==> src/rtl/quad_pkg.sv <==
// quad_pkg: shared states, phase codes and default timing for the quadrature generator
package quad_pkg;
    typedef enum logic [2:0] {IDLE, PH1, PH2, PH3, PH4, GAPW, FIN} state_e;
    localparam int DEF_DWELL = 1000;
    localparam int DEF_GAP = 0;
    localparam logic [1:0] PH_CODE [2][3] = '{'{2'b01, 2'b11, 2'b10}, '{2'b10, 2'b11, 2'b01}};
    function automatic logic [1:0] ph_code(input logic dir, input state_e s);
        return (s == PH1) ? PH_CODE[dir][0] : (s == PH2) ? PH_CODE[dir][1] : (s == PH3) ? PH_CODE[dir][2] : 2'b00;
    endfunction
endpackage

==> src/rtl/quad_tick.sv <==
// quad_tick: loadable down-counter pulsing expire_o in the last cycle of a loaded interval
module quad_tick #(
    parameter int W = 8
) (
    input  logic         clk,
    input  logic         rst,
    input  logic         load_i,
    input  logic [W-1:0] val_i,
    output logic         expire_o
);
    logic [W-1:0] cnt_q, cnt_d;
    always_comb cnt_d = load_i ? val_i : (cnt_q != '0) ? cnt_q - W'(1) : cnt_q;
    always_ff @(posedge clk or posedge rst) begin
        if (rst) cnt_q <= '0;
        else cnt_q <= cnt_d;
    end
    assign expire_o = cnt_q == W'(1);
endmodule

==> src/rtl/quad_gen.sv <==
// quad_gen: emits A/B Gray-code detents for a rotary-encoder decoder from valid/ready commands
module quad_gen import quad_pkg::*; #(
    parameter int DWELL = DEF_DWELL,
    parameter int GAP = DEF_GAP,
    parameter int STEPW = 8
) (
    input  logic             clk,
    input  logic             rst,
    input  logic             cmd_valid,
    output logic             cmd_ready,
    input  logic             cmd_dir,
    input  logic [STEPW-1:0] cmd_steps,
    input  logic             abort,
    output logic             ROT_A,
    output logic             ROT_B,
    output logic             busy,
    output logic             done
);
    localparam int TW = $clog2((DWELL > GAP ? DWELL : GAP) + 1);
    localparam logic [TW-1:0] DW = TW'(DWELL);
    localparam logic [TW-1:0] GW = TW'(GAP);
    state_e state_q, state_d;
    logic [STEPW-1:0] rem_q, rem_d;
    logic [TW-1:0] load_val;
    logic [1:0] ab_q, ab_d;
    logic dir_q, dir_d, abort_q, abort_d, load, expire, stop;
    quad_tick #(.W(TW)) u_tick (
        .clk     (clk),
        .rst     (rst),
        .load_i  (load),
        .val_i   (load_val),
        .expire_o(expire)
    );
    assign stop = abort_q | abort;
    // a zero-step command parks one cycle in GAPW so done lands the cycle after acceptance
    always_comb begin
        state_d = state_q;
        rem_d = rem_q;
        dir_d = dir_q;
        load = 1'b0;
        load_val = DW;
        case (state_q)
            IDLE: if (cmd_valid) begin
                dir_d = cmd_dir;
                rem_d = cmd_steps;
                load = 1'b1;
                state_d = (cmd_steps == '0) ? GAPW : PH1;
                load_val = (cmd_steps == '0) ? TW'(1) : DW;
            end
            PH1, PH2, PH3: if (expire) begin
                state_d = state_e'(state_q + 3'd1);
                load = 1'b1;
            end
            PH4: if (expire) begin
                rem_d = rem_q - STEPW'(1);
                state_d = (rem_d == '0 || stop) ? FIN : (GAP == 0) ? PH1 : GAPW;
                load = state_d != FIN;
                load_val = (GAP == 0) ? DW : GW;
            end
            GAPW: if (expire) begin
                state_d = (rem_q == '0 || stop) ? FIN : PH1;
                load = state_d == PH1;
            end
            FIN: state_d = IDLE;
            default: state_d = IDLE;
        endcase
        abort_d = (state_q == IDLE || state_q == FIN) ? 1'b0 : stop;
        ab_d = ph_code(dir_d, state_d);
    end
    always_ff @(posedge clk or posedge rst) begin
        if (rst) begin
            state_q <= IDLE;
            rem_q <= '0;
            dir_q <= 1'b0;
            abort_q <= 1'b0;
            ab_q <= 2'b00;
        end else begin
            state_q <= state_d;
            rem_q <= rem_d;
            dir_q <= dir_d;
            abort_q <= abort_d;
            ab_q <= ab_d;
        end
    end
    assign ROT_A = ab_q[1];
    assign ROT_B = ab_q[0];
    assign cmd_ready = state_q == IDLE;
    assign busy = !cmd_ready;
    assign done = state_q == FIN;
endmodule

==> config.mk <==
export PLATFORM = sky130hd
export DESIGN_NAME = quad_gen
export DESIGN_NICKNAME = d
export VERILOG_FILES = /design/src/rtl/quad_pkg.sv /design/src/rtl/quad_tick.sv /design/src/rtl/quad_gen.sv
export SDC_FILE = /design/constraint.sdc
export NUM_CORES = 1
export LEC_CHECK = 0
export CAP_MARGIN = 5
export CORE_MARGIN = 2
export CORE_UTILIZATION = 28
export DETAILED_ROUTE_END_ITERATION = 7
export PLACE_DENSITY_LB_ADDON = 0.25
export SKIP_CTS_REPAIR_TIMING = 1
export SLEW_MARGIN = 20
export SYNTH_ARGS = -nofsm -noshare
export SYNTH_HDL_FRONTEND = slang
export SYNTH_HIERARCHICAL = 1
export SYNTH_SLANG_ARGS = --single-unit
==> constraint.sdc <==
create_clock -name clk -period 6.68 [get_ports clk]
set_clock_uncertainty 0.15 [all_clocks]
set_input_delay 1.336 -clock clk [delete_from_list [all_inputs] [get_ports clk]]
set_output_delay 1.336 -clock clk [all_outputs]
set_load 0.005 [all_outputs]
==> results.cfg <==
[logic_synthesis]
synth.ff_latch_count = 25
syn_area_um2 = 1830
ys.warnings.count = 6
synth_area_leaders = dfrtp_1, ha_1, nor2_1
yosysSeqAreaShare = 0.342
synth_commonest_cells = dfrtp_1, nor2_1, inv_1
async_flop_share = 1.00
synth_top_area_share = 0.342
yosysTopAreaCell = dfrtp_1
synth_cell_types = 57
synth_edf_count = 0
synthCells = 212
yosysMostFrequentCell = dfrtp_1
ys.flop_type = dfrtp_1
avgSynthCellArea_um2 = 8.64

[detailed_routing]
drc = 0
ant_nets = 0
drt_iter0_drc = 43
viasPerCell = 5.14
wl_per_cell_um = 13.9
vias = 1564
drtPass1Iterations = 4
wirelength_um = 4220

[cts]
cts_buffers = 3
cts.sinks = 25
clock_path_buffers = 2
cts-root-buf = clkbuf_8
clkTransAtPathRegs_ns = 0.11
htreeDepth = 1
cts_tree = done
worst_skew_pair.late_latency_ns = 0.28

[critical_path]
r2r_end = u_tick/cnt_q[5]$_DFFE_PP0P_
r2r_cells = 11
crit_path_end_kind = flip-flop
cp-start-kind = flip-flop
cp-startpoint = u_tick/cnt_q[5]$_DFFE_PP0P_
arrival_ns = 3.86
path_max_fanout = 21
crit_required_ns = 6.73
criticalPathCategory = reg -> reg
r2r_setup_slack_ns = 2.87
endpoint = u_tick/cnt_q[5]$_DFFE_PP0P_
r2r_start = u_tick/cnt_q[5]$_DFFE_PP0P_

[floorplan]
io_pins = 18
rows = 29
core_area_um2 = 6350
die_h_um = 84.9
die_w_um = 84.9
fp.dieArea_um2 = 7200
floorplan.initialDensity = 0.288

[sta]
post-route-period-util = 0.571
final-setup-viol-count = 0
hold_slack_ns = 0.414
fmax_ghz = 0.262
setup_slack_ns = 2.87
rsz0062_at_grt = false
fin_crit_ns = 3.81
hold_viol_final = 0
final.setup.tns_ns = 0
slew-limit-headroom = 0.344
drv_slew = 0
worst_pin_slew_ns = 0.984

[finish]
fin_nets = 250
diodes = 0
final_layout_size_suffix_gt1_frac = 0.0837
instances_no_fill = 304
synthToLayoutAreaGrowth_pct = 16.1
fillers = 668
ff_latch_area_um2 = 626
multiInputGateArea_um2 = 1110

[pwr]
power_uw = 720
powerDensity_nw_per_um2 = 338
p_leak_nw = 0.819
peakVddDrop_mv = 0.144

[outcome]
status = finished, final reports clean

[global_routing]
grt.total_usage = 0.118
grt_pass1_wl_um = 6930
grt_overflow_total = 0
antenna_found_initial = 0
grt_max_degree = 22
grt_pass1_vias = 1458

[min_path]
hp-class = reg -> reg
worst_hold_path.num_cells = 2

[place]
port_buffers = 17
place.gp.congestion = 0.804
hpwlAfterDp_um = 3050
dp_slack_ns = 2.93
place_inst = 300

[job]
cap_violations = 0
==> power by group <==
part           internal, mW  switching [mW]
clock                0.0425          0.0560
sequential            0.214          0.0839
combinational         0.147           0.176
==> layer usage <==
metal  up-vias  GRT usage  share of wire
li1        801          -              -
met1       735      0.165           0.51
met2        22      0.184           0.45
met3         6     0.0214          0.026
met4         0     0.0447          0.016
met5         -          0              0
==> how the worst min path moves through the flow <==
| stage | from | endpoint | slack [ns] |
|---|---|---|---|
| 2_1_floorplan | dir_q$_DFF_PP0_ | dir_q$_DFF_PP0_ | 0.35 |
| 3_3_place_gp | dir_q$_DFF_PP0_ | dir_q$_DFF_PP0_ | 0.39 |
| 3_5_place_dp | dir_q$_DFF_PP0_ | dir_q$_DFF_PP0_ | 0.40 |
| 4_1_cts | abort_q$_DFF_PP0_ | abort_q$_DFF_PP0_ | 0.42 |
| 5_1_grt | u_tick/cnt_q[7]$_DFFE_PP0P_ | u_tick/cnt_q[7]$_DFFE_PP0P_ | 0.44 |
| 6_report | abort_q$_DFF_PP0_ | abort_q$_DFF_PP0_ | 0.41 |
==> metrics by stage <==
stage / area, µm² / util
2_1_floorplan: 1840 / -
3_3_place_gp: 2080 / 0.327
3_5_place_dp: 2080 / 0.327
4_1_cts: 2130 / 0.335
5_1_grt: 2130 / 0.335
6_report: 2130 / 0.335
==> kinds of logic after synthesis <==
logic type	after synthesis	synth area share
and+or+nand+nor	81	0.263
AOI/OAI and AO/OA	61	0.229
buffers and inverters	27	0.0601
DFF	25	0.342
adders and majority gates	9	0.0615
muxes	5	0.0287
xor gates and xnor gates	3	0.0143
other	1	0.00205
==> sequential cells by signal (all words and copies together), names as in the netlist <==
name,count
ab_q,2
abort_q,1
dir_q,1
rem_q,8
state_q,3
u_tick/cnt_q,10
==> cells in the final DEF (no fill, tap or decap), types with 6 or more instances in the layout <==
cell type	synthesis	final
dfrtp_1	25	25
nor2_1	24	24
inv_1	17	17
clkdlybuf4s50_1	0	17
o21ai_0	15	15
a21oi_1	13	13
nand2_1	10	10
nor3_1	9	9
ha_1	9	9
nor4_1	8	8
nand3_1	6	6
==> worst max-delay path: stages (launching register included) <==
cell and delay, ns:
dfrtp_1 0.45, or4_4 0.60, or2_1 0.27, nor2_1 0.45
or3b_2 0.56, a211oi_1 0.28, a211oi_1 0.11, o41ai_2 0.08
buf_4 0.30, nor4_1 0.11, a22o_1 0.19, nor3_1 0.18
==> area by class of cell <==
cell class,instances,area share
repair buffers,18,0.0835
clock inverters,1,0.00353
well taps,77,0.0453
flip-flops and latches,25,0.294
inverters,18,0.0318
multi-input cells,162,0.522
clock buffers,3,0.0194
(Power assumes the default switching activity.)
